File: config.mk
export PLATFORM = sky130hd
export DESIGN_NAME = orbit_tx_scheduler
export DESIGN_NICKNAME = d
export VERILOG_FILES = /design/src/rtl/orbit_tx_scheduler.sv
export SDC_FILE = /design/constraint.sdc
export NUM_CORES = 1
export LEC_CHECK = 0
export CAP_MARGIN = 20
export CORE_MARGIN = 2
export CORE_UTILIZATION = 50
export CTS_BUF_LIST = sky130_fd_sc_hd__clkbuf_2 sky130_fd_sc_hd__clkbuf_4 sky130_fd_sc_hd__clkbuf_8
export DETAILED_ROUTE_END_ITERATION = 8
export PLACE_DENSITY = 0.79
export SLEW_MARGIN = 20
export SYNTH_ARGS = -nofsm -noshare
export SYNTH_HDL_FRONTEND = slang
export SYNTH_SLANG_ARGS = --single-unit
File: constraint.sdc
create_clock -name clk -period 7.5 [get_ports clk]
set_clock_uncertainty 0.1 [all_clocks]
set_input_delay 0.75 -clock clk [delete_from_list [all_inputs] [get_ports clk]]
set_output_delay 0.75 -clock clk [all_outputs]
set_load 0.01 [all_outputs]
File: src/rtl/orbit_tx_scheduler.sv
// orbit_tx_scheduler: orbit tick counter with per-channel transmit windows.
// Ports:
//   clk, reset         system clock, synchronous active-high reset
//   cntr_enable        run request (level): IDLE->RUN, RUN<->HOLD
//   cfg_wr/cfg_ch      one-cycle window write strobe and channel index
//   cfg_start/cfg_len  window start tick and length in ticks
//   tx_enable          registered per-channel transmit enable
//   orbit_count        current tick within the orbit
//   orbit_num          completed-orbit count (wraps 255->0)
//   orbit_wrap         one-cycle pulse when the count wraps to 0
//   running            registered, high while in RUN
// Build option: define ORBIT_TX_EXCLUSIVE_EN to let only the lowest-index
// active channel transmit in any cycle.
module orbit_tx_scheduler #(
    parameter int NUM_CH       = 4,
    parameter int CNT_WIDTH    = 16,
    parameter int ORBIT_PERIOD = 54000,
    parameter int HOLD_TIMEOUT = 600
) (
    input  logic                       clk,
    input  logic                       reset,
    input  logic                       cntr_enable,
    input  logic                       cfg_wr,
    input  logic [$clog2(NUM_CH)-1:0]  cfg_ch,
    input  logic [CNT_WIDTH-1:0]       cfg_start,
    input  logic [CNT_WIDTH-1:0]       cfg_len,
    output logic [NUM_CH-1:0]          tx_enable,
    output logic [CNT_WIDTH-1:0]       orbit_count,
    output logic [7:0]                 orbit_num,
    output logic                       orbit_wrap,
    output logic                       running
);
    localparam logic [CNT_WIDTH:0] PERIOD = (CNT_WIDTH+1)'(ORBIT_PERIOD);
    localparam int TW = $clog2(HOLD_TIMEOUT + 1);

    typedef enum logic [1:0] {IDLE, RUN, HOLD} state_t;

    state_t                 state;
    logic [TW-1:0]          hold_t;
    logic [CNT_WIDTH-1:0]   start_r [NUM_CH];
    logic [CNT_WIDTH-1:0]   len_r   [NUM_CH];
    logic [NUM_CH-1:0]      act;
    logic [NUM_CH-1:0]      sel;
    logic                   cfg_ok;

    // One extra bit keeps start+len from overflowing; a window whose end
    // passes the period wraps into the start of the next orbit.
    function automatic logic hit(input logic [CNT_WIDTH-1:0] s, input logic [CNT_WIDTH-1:0] l,
                                 input logic [CNT_WIDTH-1:0] c);
        logic [CNT_WIDTH:0] e;
        e = {1'b0, s} + {1'b0, l};
        if (l == '0)
            return 1'b0;
        if ({1'b0, l} >= PERIOD)
            return 1'b1;
        return (e <= PERIOD) ? (c >= s && {1'b0, c} < e)
                             : (c >= s || {1'b0, c} < e - PERIOD);
    endfunction

    always_comb begin
        act = '0;
        for (int i = 0; i < NUM_CH; i++)
            act[i] = hit(start_r[i], len_r[i], orbit_count);
`ifdef ORBIT_TX_EXCLUSIVE_EN
        // Isolate the lowest set bit.
        sel = act & (~act + NUM_CH'(1));
`else
        sel = act;
`endif
        cfg_ok = cfg_wr && int'(cfg_ch) < NUM_CH && {1'b0, cfg_start} < PERIOD;
    end

    always_ff @(posedge clk) begin
        if (reset) begin
            state       <= IDLE;
            hold_t      <= '0;
            orbit_count <= '0;
            orbit_num   <= '0;
            orbit_wrap  <= 1'b0;
            tx_enable   <= '0;
            running     <= 1'b0;
            for (int i = 0; i < NUM_CH; i++) begin
                start_r[i] <= '0;
                len_r[i]   <= '0;
            end
        end else begin
            orbit_wrap <= 1'b0;
            tx_enable  <= (state == RUN) ? sel : '0;
            if (cfg_ok) begin
                start_r[cfg_ch] <= cfg_start;
                len_r[cfg_ch]   <= cfg_len;
            end
            case (state)
                IDLE: begin
                    orbit_count <= '0;
                    hold_t      <= '0;
                    if (cntr_enable) begin
                        state   <= RUN;
                        running <= 1'b1;
                    end
                end
                RUN: begin
                    if (!cntr_enable) begin
                        state   <= HOLD;
                        running <= 1'b0;
                        hold_t  <= '0;
                    end else if ({1'b0, orbit_count} == PERIOD - (CNT_WIDTH+1)'(1)) begin
                        orbit_count <= '0;
                        orbit_wrap  <= 1'b1;
                        orbit_num   <= orbit_num + 8'd1;
                    end else begin
                        orbit_count <= orbit_count + CNT_WIDTH'(1);
                    end
                end
                HOLD: begin
                    if (cntr_enable) begin
                        state   <= RUN;
                        running <= 1'b1;
                        hold_t  <= '0;
                    end else if (hold_t == TW'(HOLD_TIMEOUT - 1)) begin
                        state       <= IDLE;
                        hold_t      <= '0;
                        orbit_count <= '0;
                        orbit_num   <= '0;
                    end else begin
                        hold_t <= hold_t + TW'(1);
                    end
                end
                default: begin
                    state   <= IDLE;
                    running <= 1'b0;
                end
            endcase
        end
    end
endmodule

==> impl_metrics.ini, run 1 <==
[setup_path]
rr_worst_depth = 20
required_ns = 7.79
criticalPathCategory = register to register
r2r-start = start_r[1][0]$_SDFFCE_PN0P_
critPathLaunch = start_r[1][0]$_SDFFCE_PN0P_
r2r_setup_slack_ns = 2.77
start_kind = register
crit_path_end = tx_enable[1]$_SDFF_PP0_
critPathMaxFanout = 5
r2r-end = tx_enable[1]$_SDFF_PP0_
endpoint_kind = register
cp.arrival_ns = 5.01

[clock_network]
cts_setup_buffers = 0
cts_inserted_buffers = 17
cts_root_buf = clkbuf_8
hold_buffers = 0
clock_latency_ns = 0.48
cts_resized = 0
cts_buffer_depth = 2
htreeDepth = 4
clk_pin_slew_ns = 0.09
cts_tree = yes
clkSinkCount = 170

[global_route]
antenna_found_initial = 1
grt_max_degree = 34
grt_pass1_vias = 12470
track_usage_pct = 26.96
grt-ovfl-total = 0
grt_pass1_wl_um = 66040

[pwr]
leakagePower_nw = 7.428
max-vdd-ir-drop_mv = 0.1314
power_density_nw_per_um2 = 185.0
total_power_w = 0.003121

[route]
dr.pass1.iters = 8
viasPerCell = 6.194
drt_iter0_markers = 1230
drc = 0
antenna_left = 0
post_drt_wl_per_cell_um = 20.01
wirelength_um = 42350
num_vias = 13110

[cells_and_area]
area_growth_pct = 10.74
fin_cells = 2117
final_cell_mix = ha_1, and2_1, inv_1
final_common_cell = ha_1
multi_input_area_um2 = 9952
fin_nets = 1995
n_antenna_cell = 0
drive_above_1_share_pct = 5.848
seqCellArea_um2 = 4684
nFillCells = 2594

[outcome]
outcome = finished clean

[timing]
setup_viol = 0
maxSlewViolCount = 0
fmax_ghz = 0.2116
timing.hold.ws_ns = 0.4438
period_share_pct = 63.02
slew-limit-headroom_pct = 22.67
timing_hold_violations_final = 0
worst_pin_slew_ns = 1.158
fin_crit_ns = 4.726
rsz0062_at_grt = false
finalSetupTns_ns = 0

[synth]
ys_ff_latch = 170
synthTopCellsByArea = edfxtp_1, ha_1, and2_1
synth_flop_cell = edfxtp_1
synth_nets = 1924
synth_top_area_cell = edfxtp_1
synth_enable_flop_cells = 128
postSynthAreaPerCell_um2 = 9.273
ys_seq_area_share_pct = 30.75
ys_types = 89
syn_area_um2 = 15240
synth_cells = 1643
ys_warn_count = 0
synth_top_area_share_pct = 25.23
synth-async-reset-ratio_pct = 0

[die]
ios = 68
design.core.area_um2 = 29800
die_h_um = 178.6
num_rows = 63
die_area_um2 = 31880
start_util_pct = 51.13
die_w_um = 178.6

[placement]
port_buffers = 67
hpwl_um = 31830
gp_congestion = 0.9628
placed_cells = 2085

[run]
cap_violations = 0

[worst_hold_path]
min_path_type = register to register
[worst min path at each step]
stage / startpoint / to / slack [ns] / depth (start not counted)
finish: hold_t[4]$_SDFFE_PP0P_ / hold_t[4]$_SDFFE_PP0P_ / 0.44 / 2
global route: orbit_num[5]$_SDFFE_PP0P_ / orbit_num[5]$_SDFFE_PP0P_ / 0.48 / 2
CTS: hold_t[9]$_SDFFE_PP0P_ / hold_t[9]$_SDFFE_PP0P_ / 0.45 / 2
detailed placement: hold_t[9]$_SDFFE_PP0P_ / hold_t[9]$_SDFFE_PP0P_ / 0.42 / 2
global placement: hold_t[9]$_SDFFE_PP0P_ / hold_t[9]$_SDFFE_PP0P_ / 0.39 / 2
floorplan: hold_t[9]$_SDFFE_PP0P_ / hold_t[9]$_SDFFE_PP0P_ / 0.38 / 2
[worst max-delay path, cell delays in order, from the launching register on]
cell and delay [ns]:
edfxtp_1 0.38, ha_1 0.22, inv_1 0.07, fa_1 0.39, nand2b_1 0.20, nand2b_1 0.10, a21oi_1 0.09, xnor2_1 0.38
ha_1 0.27, o31ai_1 0.08, or4b_4 0.53, a211oi_4 0.33, o22ai_2 0.12, nand2_1 0.11, xnor2_1 0.14, ha_1 0.27
a2111oi_0 0.36, nand2_1 0.09, a31oi_1 0.15, nor4_1 0.07, a211oi_1 0.20
[state kept, by name, summed over array words and instances, names as in the netlist]
name,cells
start_r,64
hold_t,10
len_r,64
orbit_wrap,1
orbit_count,16
state,2
running,1
tx_enable,4
orbit_num,8
[metal layers]
layer	global-route usage [%]	share of wire [%]	wire length [µm]	vias up
met1	35.91	42	17830	6220
li1	-	-	-	6198
met2	44.40	46	19370	574
met5	0	0	0	-
met4	9.756	3.7	1584	0
met3	4.049	8.4	3573	121
[stage by stage]
stage / setup WS, ns / cell area (µm²) / util [%]
floorplan: 3.293 / 15240 / -
global placement: 2.994 / 16430 / 55.13
detailed placement: 2.795 / 16430 / 55.13
CTS: 2.776 / 16870 / 56.63
global route: 2.405 / 16870 / 56.63
finish: 2.774 / 16870 / 56.63
[synthesized netlist by cell type (5+ instances only)]
cell type	count
or3_1	10
nand4b_1	5
o41ai_1	5
a21o_1	38
dfxtp_1	42
o211ai_1	14
nor4_1	23
clkbuf_1	29
and3_1	16
inv_1	132
o21bai_1	5
a41oi_1	5
o31ai_1	11
a211o_1	14
o21ai_0	58
nor2_1	106
edfxtp_1	128
a2111oi_0	10
nor2b_1	20
a221oi_1	9
a211oi_2	5
a41o_1	7
and4_1	12
nand2b_1	28
a31oi_1	16
or2_2	9
and2_1	136
o21a_1	15
a21oi_1	100
xor2_1	41
nand3_1	31
a211oi_1	16
nand2_1	80
o21ai_1	6
xnor2_1	62
nor4b_1	5
ha_1	239
nand4_1	23
nor3_1	34
[report_power, final]
part | switching (W) | internal, W | leakage [nW] | total (W)
Combinational | 0.000723 | 0.000522 | 5.62 | 0.00125
Clock | 0.000357 | 0.000394 | 0.232 | 0.000752
Sequential | 0.0000523 | 0.00107 | 1.58 | 0.00112
[cell type report]
class	count	area share, %
multi-input cells	1308	58.98
flip-flops and latches	170	27.76
well taps	390	2.892
repair buffers	85	4.776
clock inverters	10	0.9640
inverters	132	2.937
clock buffers	22	1.683
[cell families after synthesis]
| logic type | share of synthesized area, % |
|---|---|
| compound gates | 18.09 |
| fa+ha+maj | 20.42 |
| xor+xnor | 6.241 |
| flops | 30.75 |
| mux | 0.3449 |
| simple gates | 20.06 |
| buf+inv | 4.098 |
(Power assumes the default switching activity.)
==> run 2: changes to the inputs <==
==> constraint.sdc (replaced) <==
create_clock -name clk -period 4.8 [get_ports clk]
set_clock_uncertainty 0.1 [all_clocks]
set_input_delay 0.48 -clock clk [delete_from_list [all_inputs] [get_ports clk]]
set_output_delay 0.48 -clock clk [all_outputs]
set_load 0.01 [all_outputs]
==> run 2 against run 1 <==
Compared with the run above: sequential share of layout area is 0.17 points lower; largest cell class unchanged; routed wire length is 0.89% higher; largest power group unchanged; highest routed layer unchanged; clock power is 49% higher.
==> impl_metrics.ini, run 2 (synthesized netlist as in run 1, its figures left out) <==
[clock_network]
clk_pin_slew_ns = 0.11
cts_root_buf = clkbuf_8
cts_tree = yes
clkSinkCount = 170
cts_inserted_buffers = 17
htreeDepth = 4
hold_buffers = 0
clock_latency_ns = 0.48
cts_buffer_depth = 2

[global_route]
grt_pass1_vias = 12300
grt_pass1_wl_um = 65780
track_usage_pct = 27.03
antenna_found_initial = 3
grt-ovfl-total = 0
grt_max_degree = 34

[die]
die_h_um = 178.6
num_rows = 63
design.core.area_um2 = 29800
die_area_um2 = 31880
die_w_um = 178.6
ios = 68
start_util_pct = 51.13

[worst_hold_path]
min_path_cells = 2
hold_end = hold_t[9]$_SDFFE_PP0P_
min_path_type = register to register
hold_start = hold_t[9]$_SDFFE_PP0P_

[setup_path]
cp_cell_sequence = ha_1, inv_1, fa_1, nand2b_1, a2111oi_4, o21a_1, o31ai_1, a21oi_1, nor3_1, or3_1, xor2_1, ha_1, a2111oi_2, nand3_1, o211ai_1, nor2b_1, mux2_1, nor3_1
endpoint_kind = register
r2r_setup_slack_ns = 0.26
start_kind = register
r2r-start = start_r[2][0]$_SDFFCE_PN0P_
criticalPathCategory = register to register
cpPeakStageDelay_ns = 0.39
rr_worst_depth = 18
cpMaxStageDelayCell = fa_1
critPathMaxFanout = 4
cp.arrival_ns = 4.84
critPathBufInv = 1
crit_family = compound AO/OA/AOI/OAI gates
required_ns = 5.10
r2r-end = tx_enable[2]$_SDFF_PP0_

[timing]
fmax_ghz = 0.2201
maxSlewViolCount = 0
timing_hold_violations_final = 0
worst_pin_slew_ns = 1.042
slew-limit-headroom_pct = 30.44
period_share_pct = 94.64
setup_viol = 0
fin_crit_ns = 4.543

[route]
viasPerCell = 6.139
wirelength_um = 42730
num_vias = 13070
drc = 0
drt_iter0_markers = 1307
antenna_left = 0
post_drt_wl_per_cell_um = 20.07
dr.pass1.iters = 8

[cells_and_area]
final_cell_mix = ha_1, and2_1, inv_1
final_common_cell = ha_1
largestRegisters = len_r x64, start_r x64, orbit_count x16
postLayoutCoreUtil_pct = 56.98
area_growth_pct = 11.44
stdcell_area_um2 = 16980
drive_above_1_share_pct = 6.617
fin_nets = 2006
fin_cells = 2129

[placement]
gp_congestion = 0.9623
placed_cells = 2096
hpwl_um = 32850
placed_area_um2 = 16510
port_buffers = 67

[pwr]
leakagePower_nw = 7.475
swShare_pct = 37.31
p_clk_share_pct = 23.1
max-vdd-ir-drop_mv = 0.2126
p_switching_w = 0.001813
power_density_nw_per_um2 = 286.2
pwr-share-seq_pct = 36.1
pwr-share-comb_pct = 40.8
power.internal_w = 0.003047
total_power_w = 0.004860

[run]
cap_violations = 0

[outcome]
outcome = finished clean
-- run 2: cell count changes in the layout (fill, tap and decap cells not counted), moves of 2 or more --
cell	before	now
a2111oi_0	10	8
clkbuf_4	3	1
inv_8	0	3
buf_4	18	29
clkbuf_8	19	17
-- run 2: what timing repair did --
| action | in CTS | in global routing |
|---|---|---|
| buffers inserted | 0 | 0 |
| setup endpoints to repair | 0 | 3 |
| resized for setup | 0 | 8 |
-- run 2: worst max path at each step --
| stage | from | to | slack, ns | cells past startpoint |
|---|---|---|---|---|
| 2_1_floorplan | start_r[1][0]$_SDFFCE_PN0P_ | tx_enable[1]$_SDFF_PP0_ | 0.59 | 20 |
| 3_5_place_dp | start_r[1][0]$_SDFFCE_PN0P_ | tx_enable[1]$_SDFF_PP0_ | 0.20 | 20 |
| 4_1_cts | start_r[1][0]$_SDFFCE_PN0P_ | tx_enable[1]$_SDFF_PP0_ | 0.18 | 20 |
| 5_1_grt | start_r[2][0]$_SDFFCE_PN0P_ | tx_enable[2]$_SDFF_PP0_ | -0.04 | 18 |
| 6_report | start_r[2][0]$_SDFFCE_PN0P_ | tx_enable[2]$_SDFF_PP0_ | 0.26 | 18 |
| 3_3_place_gp | start_r[2][0]$_SDFFCE_PN0P_ | tx_enable[2]$_SDFF_PP0_ | 0.34 | 18 |
-- run 2: stage by stage --
step / setup slack [ns] / setup TNS, ns / hold WS (ns)
finish: 0.2573 / 0 / 0.4417
floorplan: 0.5929 / 0 / 0.3787
global placement: 0.3418 / 0 / 0.3967
global route: -0.03854 / -0.03917 / 0.4667
detailed placement: 0.2048 / 0 / 0.4126
CTS: 0.1827 / 0 / 0.4368
-- run 2: worst register-to-register path, cell delays in order, from the launching register on --
cell	delay, ns
edfxtp_1	0.38
ha_1	0.18
inv_1	0.06
fa_1	0.39
nand2b_1	0.23
a2111oi_4	0.36
o21a_1	0.24
o31ai_1	0.09
a21oi_1	0.24
nor3_1	0.11
or3_1	0.37
xor2_1	0.16
ha_1	0.34
a2111oi_2	0.37
nand3_1	0.11
o211ai_1	0.21
nor2b_1	0.07
mux2_1	0.29
nor3_1	0.16
-- run 2: final cells by class --
| class | count | area (µm²) |
|---|---|---|
| fill | 2535 | 12820 |
| multi-input combinational | 1308 | 9995 |
| sequential | 170 | 4684 |
| timing repair buffer | 96 | 888.4 |
| inverter | 132 | 495.5 |
| tap | 390 | 488.0 |
| clock buffer | 18 | 241.5 |
| clock inverter | 14 | 183.9 |
| antenna | 1 | 2.502 |
-- run 2: power groups by stage --
stage / sequential, W / clock, W / combinational, W
finish: 0.00175 / 0.00112 / 0.00199
global route: 0.00176 / 0.00117 / 0.00221
CTS: 0.00175 / 0.00112 / 0.00195
detailed placement: 0.00178 / 0 / 0.00193
global placement: 0.00178 / 0 / 0.00186
floorplan: 0.00175 / 0 / 0.00149
-- run 2: per-layer routing --
metal	up-vias	part of all wire (%)	GRT usage [%]
li1	6225	-	-
met1	6220	42	35.00
met2	538	46	45.11
met3	86	8.7	5.477
met4	0	3.1	8.808
met5	-	0	0
